[config.mk]
export PLATFORM = sky130hd
export DESIGN_NAME = login_ctrl_flat
export DESIGN_NICKNAME = d
export VERILOG_FILES = /design/src/rtl/login_ctrl_pkg.sv /design/src/rtl/login_ctrl_if.sv /design/src/rtl/login_ctrl.sv /design/src/flat_wrapper.sv
export SDC_FILE = /design/constraint.sdc
export NUM_CORES = 1
export LEC_CHECK = 0
export ABC_AREA = 1
export BUFFER_PORTS_ARGS = -buffer_cell sky130_fd_sc_hd__buf_2
export CORE_ASPECT_RATIO = 1.4
export CORE_MARGIN = 4
export CORE_UTILIZATION = 25
export CTS_BUF_LIST = sky130_fd_sc_hd__clkbuf_16
export DETAILED_ROUTE_END_ITERATION = 10
export PLACE_DENSITY = 0.57
export SETUP_SLACK_MARGIN = 0.4
export SLEW_MARGIN = 5
export SYNTH_ARGS = -nofsm -noshare
export SYNTH_HDL_FRONTEND = slang
export SYNTH_SLANG_ARGS = --single-unit
[constraint.sdc]
create_clock -name clk -period 2.15 [get_ports clk]
set_input_delay 0.3225 -clock clk [delete_from_list [all_inputs] [get_ports clk]]
set_output_delay 0.3225 -clock clk [all_outputs]
set_load 0.05 [all_outputs]
[src/rtl/login_ctrl_pkg.sv]
// Shared op/result codes, FSM states and default widths for the account-access
// controller that fronts the user-record SRAM.
package login_ctrl_pkg;

  localparam int ADDR_W_DEF    = 12;
  localparam int PASS_W_DEF    = 16;
  localparam int CNT_W_DEF     = 4;
  localparam int MAX_TRIES_DEF = 3;

  typedef enum logic [1:0] {
    OP_LOGIN    = 2'b00,
    OP_SET_PASS = 2'b01,
    OP_UNLOCK   = 2'b10,
    OP_RSVD     = 2'b11
  } op_e;

  typedef enum logic [1:0] {
    RES_DENY      = 2'b00,
    RES_GRANT     = 2'b01,
    RES_LOCKED    = 2'b10,
    RES_NOT_ADMIN = 2'b11
  } res_e;

  typedef enum logic [2:0] {
    ST_IDLE = 3'd0,
    ST_RD   = 3'd1,
    ST_CHK  = 3'd2,
    ST_WR   = 3'd3,
    ST_DONE = 3'd4
  } state_e;

endpackage

[src/rtl/login_ctrl_if.sv]
// Command port (keypad/UI side) and record-SRAM port of the login controller.
// master drives the request/strobe side; slave is the responder.
interface login_cmd_if #(
  parameter int ADDR_W = login_ctrl_pkg::ADDR_W_DEF,
  parameter int PASS_W = login_ctrl_pkg::PASS_W_DEF
);
  logic              req;
  logic [1:0]        op;
  logic [ADDR_W-1:0] user_id;
  logic [PASS_W-1:0] pass_try;
  logic [PASS_W-1:0] new_pass;
  logic [ADDR_W-1:0] tgt_id;
  logic              busy;
  logic              done;
  logic [1:0]        res;
  logic              res_admin;

  modport master (
    output req, op, user_id, pass_try, new_pass, tgt_id,
    input  busy, done, res, res_admin
  );

  modport slave (
    input  req, op, user_id, pass_try, new_pass, tgt_id,
    output busy, done, res, res_admin
  );
endinterface

interface login_ram_if #(
  parameter int ADDR_W = login_ctrl_pkg::ADDR_W_DEF,
  parameter int PASS_W = login_ctrl_pkg::PASS_W_DEF,
  parameter int CNT_W  = login_ctrl_pkg::CNT_W_DEF
);
  logic              ram_cs;
  logic              ram_pass_rw;
  logic              ram_count_rw;
  logic              ram_admin_rw;
  logic              ram_lock_rw;
  logic [ADDR_W-1:0] ram_addr;
  logic [PASS_W-1:0] ram_pass_in;
  logic [CNT_W-1:0]  ram_count_in;
  logic              ram_admin_in;
  logic              ram_lock_in;
  logic [PASS_W-1:0] ram_pass_out;
  logic [CNT_W-1:0]  ram_count_out;
  logic              ram_admin_out;
  logic              ram_lock_out;

  modport master (
    output ram_cs, ram_pass_rw, ram_count_rw, ram_admin_rw, ram_lock_rw,
           ram_addr, ram_pass_in, ram_count_in, ram_admin_in, ram_lock_in,
    input  ram_pass_out, ram_count_out, ram_admin_out, ram_lock_out
  );

  modport slave (
    input  ram_cs, ram_pass_rw, ram_count_rw, ram_admin_rw, ram_lock_rw,
           ram_addr, ram_pass_in, ram_count_in, ram_admin_in, ram_lock_in,
    output ram_pass_out, ram_count_out, ram_admin_out, ram_lock_out
  );
endinterface

[src/rtl/login_ctrl.sv]
// Login / set-password / unlock controller: one read-check-write pass over the
// user record per command, fixed latency, result code held until the next command.
//
// state   | meaning
// IDLE    | waiting for req, command fields latched on accept
// RD      | read caller record
// CHK     | compare password, capture count/admin/lock
// WR      | write back the fields this outcome changes (if any)
// DONE    | one-cycle done pulse, result valid
module login_ctrl
  import login_ctrl_pkg::*;
#(
  parameter int ADDR_W    = ADDR_W_DEF,
  parameter int PASS_W    = PASS_W_DEF,
  parameter int CNT_W     = CNT_W_DEF,
  parameter int MAX_TRIES = MAX_TRIES_DEF
) (
  input  logic        clk,
  input  logic        rst,
  login_cmd_if.slave  cmd,
  login_ram_if.master ram
);

  localparam logic [CNT_W-1:0] CNT_MAX   = '1;
  localparam logic [CNT_W-1:0] TRIES_LIM = CNT_W'(MAX_TRIES);

  state_e state, state_nxt;

  op_e               op_q;
  logic [ADDR_W-1:0] user_q;
  logic [ADDR_W-1:0] tgt_q;
  logic [PASS_W-1:0] pass_q;
  logic [PASS_W-1:0] new_q;
  logic              match_q;
  logic              admin_q;
  logic              lock_q;
  logic [CNT_W-1:0]  cnt_q;
  res_e              res_q;
  logic              res_admin_q;

  logic              accept;
  logic [CNT_W-1:0]  fail_cnt;
  logic              fail_lock;
  logic              caller_ok;
  logic              wr_pass;
  logic              wr_cnt;
  logic              wr_lock;
  logic              wr_at_tgt;
  logic              lock_val;
  logic [CNT_W-1:0]  cnt_val;
  res_e              res_nxt;

  assign accept    = (state == ST_IDLE) && cmd.req;
  assign fail_cnt  = (cnt_q == CNT_MAX) ? CNT_MAX : cnt_q + 1'b1;
  assign fail_lock = (fail_cnt >= TRIES_LIM);
  assign caller_ok = match_q && !lock_q;

  // Outcome of the checked record; every failure path shares the LOGIN rules.
  always_comb begin
    wr_pass   = 1'b0;
    wr_cnt    = 1'b0;
    wr_lock   = 1'b0;
    wr_at_tgt = 1'b0;
    lock_val  = 1'b0;
    cnt_val   = '0;
    res_nxt   = RES_DENY;
    if (op_q == OP_SET_PASS && caller_ok) begin
      wr_pass = 1'b1;
      wr_cnt  = 1'b1;
      res_nxt = RES_GRANT;
    end else if (op_q == OP_UNLOCK && caller_ok) begin
      if (admin_q) begin
        wr_cnt    = 1'b1;
        wr_lock   = 1'b1;
        wr_at_tgt = 1'b1;
        res_nxt   = RES_GRANT;
      end else begin
        res_nxt = RES_NOT_ADMIN;
      end
    end else if (lock_q) begin
      res_nxt = RES_LOCKED;
    end else if (match_q) begin
      // only a plain LOGIN can reach here with a good, unlocked caller
      wr_cnt  = 1'b1;
      res_nxt = RES_GRANT;
    end else begin
      wr_cnt  = 1'b1;
      cnt_val = fail_cnt;
      if (fail_lock) begin
        wr_lock  = 1'b1;
        lock_val = 1'b1;
        res_nxt  = RES_LOCKED;
      end else begin
        res_nxt = RES_DENY;
      end
    end
  end

  always_ff @(posedge clk or negedge rst) begin
    if (!rst) state <= ST_IDLE;
    else      state <= state_nxt;
  end

  always_comb begin
    state_nxt = state;
    case (state)
      ST_IDLE: if (cmd.req) state_nxt = (op_e'(cmd.op) == OP_RSVD) ? ST_DONE : ST_RD;
      ST_RD:   state_nxt = ST_CHK;
      ST_CHK:  state_nxt = ST_WR;
      ST_WR:   state_nxt = ST_DONE;
      ST_DONE: state_nxt = ST_IDLE;
      default: state_nxt = ST_IDLE;
    endcase
  end

  always_comb begin
    cmd.busy         = (state != ST_IDLE);
    cmd.done         = (state == ST_DONE);
    ram.ram_cs       = 1'b0;
    ram.ram_pass_rw  = 1'b0;
    ram.ram_count_rw = 1'b0;
    ram.ram_admin_rw = 1'b0;
    ram.ram_lock_rw  = 1'b0;
    ram.ram_addr     = '0;
    ram.ram_pass_in  = '0;
    ram.ram_count_in = '0;
    ram.ram_admin_in = 1'b0;
    ram.ram_lock_in  = 1'b0;
    case (state)
      ST_RD: begin
        ram.ram_cs   = 1'b1;
        ram.ram_addr = user_q;
      end
      ST_WR: begin
        if (wr_pass || wr_cnt || wr_lock) begin
          ram.ram_cs       = 1'b1;
          ram.ram_pass_rw  = wr_pass;
          ram.ram_count_rw = wr_cnt;
          ram.ram_lock_rw  = wr_lock;
          ram.ram_addr     = wr_at_tgt ? tgt_q : user_q;
          ram.ram_pass_in  = wr_pass ? new_q : '0;
          ram.ram_count_in = cnt_val;
          ram.ram_lock_in  = lock_val;
        end
      end
      default: ;
    endcase
  end

  assign cmd.res       = res_q;
  assign cmd.res_admin = res_admin_q;

  always_ff @(posedge clk or negedge rst) begin
    if (!rst) begin
      op_q        <= OP_LOGIN;
      user_q      <= '0;
      tgt_q       <= '0;
      pass_q      <= '0;
      new_q       <= '0;
      match_q     <= 1'b0;
      admin_q     <= 1'b0;
      lock_q      <= 1'b0;
      cnt_q       <= '0;
      res_q       <= RES_DENY;
      res_admin_q <= 1'b0;
    end else begin
      if (accept) begin
        op_q        <= op_e'(cmd.op);
        user_q      <= cmd.user_id;
        tgt_q       <= cmd.tgt_id;
        pass_q      <= cmd.pass_try;
        new_q       <= cmd.new_pass;
        res_q       <= RES_DENY;
        res_admin_q <= 1'b0;
      end
      if (state == ST_CHK) begin
        match_q <= (ram.ram_pass_out == pass_q);
        cnt_q   <= ram.ram_count_out;
        admin_q <= ram.ram_admin_out;
        lock_q  <= ram.ram_lock_out;
      end
      if (state == ST_WR) begin
        res_q       <= res_nxt;
        res_admin_q <= admin_q;
      end
    end
  end

endmodule
[src/flat_wrapper.sv]
// flat-port wrapper written by rule: the top's interface ports become plain ports
module login_ctrl_flat import login_ctrl_pkg::*;
#(
  parameter int ADDR_W    = ADDR_W_DEF,
  parameter int PASS_W    = PASS_W_DEF,
  parameter int CNT_W     = CNT_W_DEF,
  parameter int MAX_TRIES = MAX_TRIES_DEF
)
  (clk, rst, cmd_req, cmd_op, cmd_user_id, cmd_pass_try, cmd_new_pass, cmd_tgt_id, cmd_busy, cmd_done, cmd_res, cmd_res_admin, ram_ram_cs, ram_ram_pass_rw, ram_ram_count_rw, ram_ram_admin_rw, ram_ram_lock_rw, ram_ram_addr, ram_ram_pass_in, ram_ram_count_in, ram_ram_admin_in, ram_ram_lock_in, ram_ram_pass_out, ram_ram_count_out, ram_ram_admin_out, ram_ram_lock_out);
  login_cmd_if #(.ADDR_W(ADDR_W), .PASS_W(PASS_W)) cmd_i ();
  login_ram_if #(.ADDR_W(ADDR_W), .PASS_W(PASS_W), .CNT_W(CNT_W)) ram_i ();
  input  logic clk;
  input  logic rst;
  input wire logic [$bits(cmd_i.req)-1:0] cmd_req;
  input wire logic [$bits(cmd_i.op)-1:0] cmd_op;
  input wire logic [$bits(cmd_i.user_id)-1:0] cmd_user_id;
  input wire logic [$bits(cmd_i.pass_try)-1:0] cmd_pass_try;
  input wire logic [$bits(cmd_i.new_pass)-1:0] cmd_new_pass;
  input wire logic [$bits(cmd_i.tgt_id)-1:0] cmd_tgt_id;
  output wire logic [$bits(cmd_i.busy)-1:0] cmd_busy;
  output wire logic [$bits(cmd_i.done)-1:0] cmd_done;
  output wire logic [$bits(cmd_i.res)-1:0] cmd_res;
  output wire logic [$bits(cmd_i.res_admin)-1:0] cmd_res_admin;
  output wire logic [$bits(ram_i.ram_cs)-1:0] ram_ram_cs;
  output wire logic [$bits(ram_i.ram_pass_rw)-1:0] ram_ram_pass_rw;
  output wire logic [$bits(ram_i.ram_count_rw)-1:0] ram_ram_count_rw;
  output wire logic [$bits(ram_i.ram_admin_rw)-1:0] ram_ram_admin_rw;
  output wire logic [$bits(ram_i.ram_lock_rw)-1:0] ram_ram_lock_rw;
  output wire logic [$bits(ram_i.ram_addr)-1:0] ram_ram_addr;
  output wire logic [$bits(ram_i.ram_pass_in)-1:0] ram_ram_pass_in;
  output wire logic [$bits(ram_i.ram_count_in)-1:0] ram_ram_count_in;
  output wire logic [$bits(ram_i.ram_admin_in)-1:0] ram_ram_admin_in;
  output wire logic [$bits(ram_i.ram_lock_in)-1:0] ram_ram_lock_in;
  input wire logic [$bits(ram_i.ram_pass_out)-1:0] ram_ram_pass_out;
  input wire logic [$bits(ram_i.ram_count_out)-1:0] ram_ram_count_out;
  input wire logic [$bits(ram_i.ram_admin_out)-1:0] ram_ram_admin_out;
  input wire logic [$bits(ram_i.ram_lock_out)-1:0] ram_ram_lock_out;
  assign cmd_i.req = cmd_req;
  assign cmd_i.op = cmd_op;
  assign cmd_i.user_id = cmd_user_id;
  assign cmd_i.pass_try = cmd_pass_try;
  assign cmd_i.new_pass = cmd_new_pass;
  assign cmd_i.tgt_id = cmd_tgt_id;
  assign cmd_busy = cmd_i.busy;
  assign cmd_done = cmd_i.done;
  assign cmd_res = cmd_i.res;
  assign cmd_res_admin = cmd_i.res_admin;
  assign ram_ram_cs = ram_i.ram_cs;
  assign ram_ram_pass_rw = ram_i.ram_pass_rw;
  assign ram_ram_count_rw = ram_i.ram_count_rw;
  assign ram_ram_admin_rw = ram_i.ram_admin_rw;
  assign ram_ram_lock_rw = ram_i.ram_lock_rw;
  assign ram_ram_addr = ram_i.ram_addr;
  assign ram_ram_pass_in = ram_i.ram_pass_in;
  assign ram_ram_count_in = ram_i.ram_count_in;
  assign ram_ram_admin_in = ram_i.ram_admin_in;
  assign ram_ram_lock_in = ram_i.ram_lock_in;
  assign ram_i.ram_pass_out = ram_ram_pass_out;
  assign ram_i.ram_count_out = ram_ram_count_out;
  assign ram_i.ram_admin_out = ram_ram_admin_out;
  assign ram_i.ram_lock_out = ram_ram_lock_out;
  login_ctrl #(.ADDR_W(ADDR_W), .PASS_W(PASS_W), .CNT_W(CNT_W), .MAX_TRIES(MAX_TRIES)) u_core (.clk(clk), .rst(rst), .cmd(cmd_i), .ram(ram_i));
endmodule
Word level (Yosys, flattened, before mapping) --
Index checks and enable logic that the tools add are counted.
Word-level totals: flip-flop bits (word level) 71, output and inout port bits 44, logic and storage cells 84
Operators by class: $add $sub $neg 1, equal/unequal tests 10, reductions and logical operators 10, muxes and demuxes 50, order comparisons 1
Operators by type and width (number):
- two-way mux 16 bit | 3
- two-way mux 4 bit | 7
- two-way mux 1 bit | 25
- two-way mux 12 bit | 2
- one-hot mux 12 bit (2 select lines) | 1
- equality test 16 bit | 1
- two-way mux 2 bit | 8
- one-hot mux 3 bit (4 select lines) | 1
- equality test 3 x 2 -> 1 bit, second input constant | 2
- two-way mux 3 bit | 2
- adder 4 x 1 -> 4 bit, second input constant | 1
- equality test 2 bit, second input constant | 2
- equality test 4 bit, second input constant | 1
- greater-or-equal comparator 4 x 2 -> 1 bit, second input constant | 1
- logical AND 1 bit | 4
- equality test 3 x 1 -> 1 bit, second input constant | 1
- equality test 3 bit, second input constant | 1
- logical NOT 3 bit | 1
- nonzero test 3 bit | 1
- equality test 2 x 1 -> 1 bit, second input constant | 1
- logical OR 1 bit | 2
- inequality test 2 bit, second input constant | 1
- one-hot mux 1 bit (2 select lines) | 1
- nonzero test 2 bit | 1
- logical NOT 1 bit | 1

Logic depth before layout (Yosys ltp) --
depth in word-level cells 11, depth in mapped cells 10

Worst setup path before layout --
No wires, ideal clock.
kind reg2out, start point reg u_core.state[2], end point out ram_ram_cs, slack -0.121 ns, cell stages (with the launch flop) 5, required time 1.827 ns, arrival time 1.949 ns, path through dfrtp_1 -> inv_1 -> nand3_1 -> clkbuf_1 -> o21ai_0
On the way: cells in the longest elaborated chain, start to end 2, elaborated cells between the ends (all ways) 3
RTL lines:
- start, declared | RTL line login_ctrl.sv:27 | state_e state, state_nxt;
- start signal, assigned | RTL line login_ctrl.sv:101 | else state <= state_nxt;
- equality test 3 x 2 -> 1 bit or equality test 3 x 1 -> 1 bit (tied branches) | RTL line login_ctrl.sv:129 | case (state)
- one-hot mux 1 bit (2 select lines) (*) | RTL line login_ctrl.sv:129
- end, declared | RTL line flat_wrapper.sv:24 | output wire logic [$bits(ram_i.ram_cs)-1:0] ram_ram_cs;
Mark *: on every way between the ends. The rest lies on a longest branch, timed or not.

Worst setup path in the final report --
start point reg u_core.lock_q, end point out ram_ram_addr[9]
On the way: cells in the longest elaborated chain, start to end 9, elaborated cells between the ends (all ways) 18
RTL lines:
- start, declared | RTL line login_ctrl.sv:36 | logic lock_q;
- start signal, assigned | RTL line login_ctrl.sv:180 | lock_q <= ram.ram_lock_out;
- logical NOT 1 bit | RTL line login_ctrl.sv:56 | assign caller_ok = match_q && !lock_q;
- logical AND 1 bit | RTL line login_ctrl.sv:56
- logical AND 1 bit | RTL line login_ctrl.sv:71 | end else if (op_q == OP_UNLOCK && caller_ok) begin
- two-way mux 1 bit | RTL line login_ctrl.sv:71
- two-way mux 1 bit | RTL line login_ctrl.sv:67 | if (op_q == OP_SET_PASS && caller_ok) begin
- logical OR 1 bit (2 in series) | RTL line login_ctrl.sv:135 | if (wr_pass || wr_cnt || wr_lock) begin
- two-way mux 12 bit (*) | RTL line login_ctrl.sv:135
- one-hot mux 12 bit (2 select lines) (*) | RTL line login_ctrl.sv:129
- end, declared | RTL line flat_wrapper.sv:29 | output wire logic [$bits(ram_i.ram_addr)-1:0] ram_ram_addr;
Marks and branches as above.

==> impl_metrics.yaml <==
sta:
  worst_slack_ns: -0.0156
  skew_ns: 0.00649
  hold_viol: 0
  timing.fmax_ghz: 0.462
  worstMarginPinSlew_ns: 0.930
  setup_viol: 2
  fin_crit_sh: 1.01
  slew_violations: 0
  slew-limit-headroom: 0.380
  rsz0062_at_grt: "yes"
  period_minus_slack_ns: 2.17
global_route:
  grt_use_total: 0.133
  antenna_found_initial: 0
  grt-ovfl-total: 0
  grt_max_degree: 72
  grt_pass1_wl_mm: 16.7
  grt_pass1_vias: 3448
routing:
  vias_per_cell: 4.35
  wirelength_mm: 10.6
  num_vias: 3184
  drtIter0Drc: 164
  firstDrtPassIters: 4
  drc: 0
  final_antenna_net_count: 0
  post_drt_wl_per_cell_um: 14.5
final_layout:
  fill_cells: 1366
  syn2layout_area_growth_pct: 56.1
  layout.nets: 626
  multi_input_area_um2: 1860
  drive_above_1_share: 0.530
  fin_util: 0.401
  ff_latch_area_um2: 1780
  antennaDiodeCount: 0
clock_network:
  clk_latency_ns: 0.34
  hold_buffers: 0
  numCtsBuffers: 9
  cts-root-buf: "clkbuf_16"
  cts_buffer_depth: 2
  htreeDepth: 3
  clkTransAtPathRegs_ns: 0.06
  cts_tree: "done"
  clock-sinks: 71
run:
  max-cap-violations: 0
worst_setup_path:
  cp.required_ns: 1.83
  r2r_cells: 15
  rr_endpoint: "u_core.cmd.res[1]$_DFFE_PN0P_"
  cp_max_fo: 6
  arrival_ns: 1.84
  start_kind: "flop"
  reg2reg_slack_ns: 0.12
  cp-end-kind: "output port"
  worstSetupPathType: "flop to output port"
  timing.rr.start: "u_core.cnt_q[0]$_DFFE_PN0P_"
placed_design:
  place_ws_ns: 0.0646
  post-dp-hpwl_mm: 7.32
  port_buffers: 124
  gp_congestion: 0.824
synthesis:
  synth_top_cell_area_share: 0.493
  syn-instance-count: 388
  yosys-top-cells-area: "dfrtp_1 49%, mux2_4 10%, nor2_1 6.0%"
  seq_area_frac_synth: 0.493
  yosysWarningCount: 0
  syn_area_um2: 3610
  yosysTopAreaCell: "dfrtp_1"
  synth_seq_cells: 71
  synth_cell_types: 26
  syn_area_per_cell_um2: 9.29
hold_path:
  min_path_type: "input port to asynchronous set/reset pin"
floorplanning:
  coreArea_um2: 14000
  die_x_um: 110
  dieArea_um2: 16400
  start_util: 0.257
  fp.dieH_um: 150
  rows: 51
  pin_count: 127
pwr:
  p_leak_nw: 2.79
  peakVddDrop_v: 0.000519
  powerDensity_nw_per_um2: 1530
  p_total_mw: 8.59
outcome:
  outcome: "finished with violations"
  violations: "negative setup slack"
[per-stage QoR]
stage	instance area, µm²	instances	TNS [ns]	hold WS, ns
after global routing	5630	732	-0.476	0.194
after global placement	4540	688	0	0.493
after CTS	5330	725	0	0.163
after floorplan	3760	389	0	0.0269
final	5630	732	-0.0255	0.101
after detailed placement	4540	688	0	0.500
[cells in the final DEF (no fill, tap or decap), types with 3 or more instances in the layout]
| master | n |
|---|---|
| buf_8 | 4 |
| nor2_2 | 9 |
| buf_4 | 19 |
| a21oi_1 | 21 |
| a21oi_2 | 12 |
| nand2_2 | 7 |
| nor2_4 | 14 |
| dfrtp_1 | 69 |
| nand2_4 | 6 |
| clkbuf_16 | 9 |
| bufinv_16 | 3 |
| nand4_1 | 3 |
| nor3_1 | 3 |
| o21ai_2 | 20 |
| mux2_2 | 4 |
| mux2_4 | 24 |
| nand2_1 | 45 |
| buf_6 | 47 |
| xor2_1 | 6 |
| buf_2 | 85 |
| nor2_1 | 38 |
| inv_1 | 41 |
| xnor2_1 | 10 |
| inv_2 | 5 |
| o21ai_0 | 6 |
| nand3_1 | 7 |
| o21ai_1 | 5 |
[state kept, by name, indices dropped and copies added (netlist names)]
signal                cells
u_core.new_q             16
u_core.pass_q            16
u_core.tgt_q             12
u_core.user_q            12
u_core.cnt_q              4
u_core.state              3
u_core.cmd.res            2
u_core.op_q               2
u_core.admin_q            1
u_core.cmd.res_admin      1
u_core.lock_q             1
u_core.match_q            1
[area by class of cell]
| type | instances | area share |
|---|---|---|
| inverter | 47 | 0.0327 |
| sequential | 71 | 0.316 |
| clock buffer | 9 | 0.0400 |
| clock inverter | 7 | 0.0227 |
| multi-input combinational | 253 | 0.331 |
| tap | 185 | 0.0411 |
| timing repair buffer | 158 | 0.214 |
| timing repair inverter | 2 | 0.00244 |
[power breakdown]
part / internal [mW] / switching (mW)
Sequential: 1.98 / 0.391
Clock: 1.15 / 0.619
Combinational: 1.96 / 2.50
[timing repair]
item,4_1_cts,5_1_grt
hold endpoints to repair,0,0
cloned,1,1
pin swaps,6,15
buffers inserted,20,6
gates resized for setup,100,66
setup endpoints to repair,37,78
[how the worst max path moves through the flow]
stage	startpoint	end	cells after the start
after floorplan	u_core.match_q$_DFFE_PN0P_	ram_ram_count_in[0]	7
after global placement	u_core.lock_q$_DFFE_PN0P_	ram_ram_addr[8]	10
after detailed placement	u_core.lock_q$_DFFE_PN0P_	ram_ram_addr[8]	10
after CTS	u_core.cnt_q[1]$_DFFE_PN0P_	ram_ram_lock_rw	8
after global routing	u_core.lock_q$_DFFE_PN0P_	ram_ram_addr[4]	10
final	u_core.lock_q$_DFFE_PN0P_	ram_ram_addr[9]	10
[per-layer routing]
metal,part of all wire,wire length (µm),global-route usage,up-vias
met3,0.059,624,0.0296,29
met1,0.39,4180,0.146,1509
met2,0.51,5440,0.230,104
li1,-,-,-,1542
met4,0.036,387,0.0780,0
met5,0,0,0,-
[cells by family after synthesis]
family	count (synthesis)	share of synthesized area
buf+inv	65	0.0874
fa+ha+maj	1	0.00347
other cells	1	0.00104
xor+xnor	16	0.0389
flops	71	0.493
compound gates	67	0.104
mux	28	0.112
simple gates	139	0.160
[synthesized netlist by cell type]
library cell  instances
nand2_4               1
nand4_1               3
a21oi_1              24
buf_4                 3
ha_1                  1
inv_1                44
buf_2                 6
conb_1                1
nor2_4                1
xor2_1                6
a21oi_2              11
nor3_1                4
xnor2_1              10
buf_6                 7
dfrtp_1              71
inv_2                 3
nand2_2               2
nor2_2                2
mux2_4               24
nor2_1               58
or2_1                 1
mux2_2                4
clkbuf_1              2
nand3_1              11
o21ai_0              32
nand2_1              56
[critical path, cell delays in order (launching register included)]
cell	delay, ns
dfrtp_1	0.39
inv_2	0.07
nand2_4	0.09
nor2_4	0.06
nand2_4	0.15
clkinvlp_4	0.13
buf_6	0.15
o21ai_1	0.12
nand2_1	0.08
o21ai_2	0.08
buf_6	0.18
(Power assumes the default switching activity.)
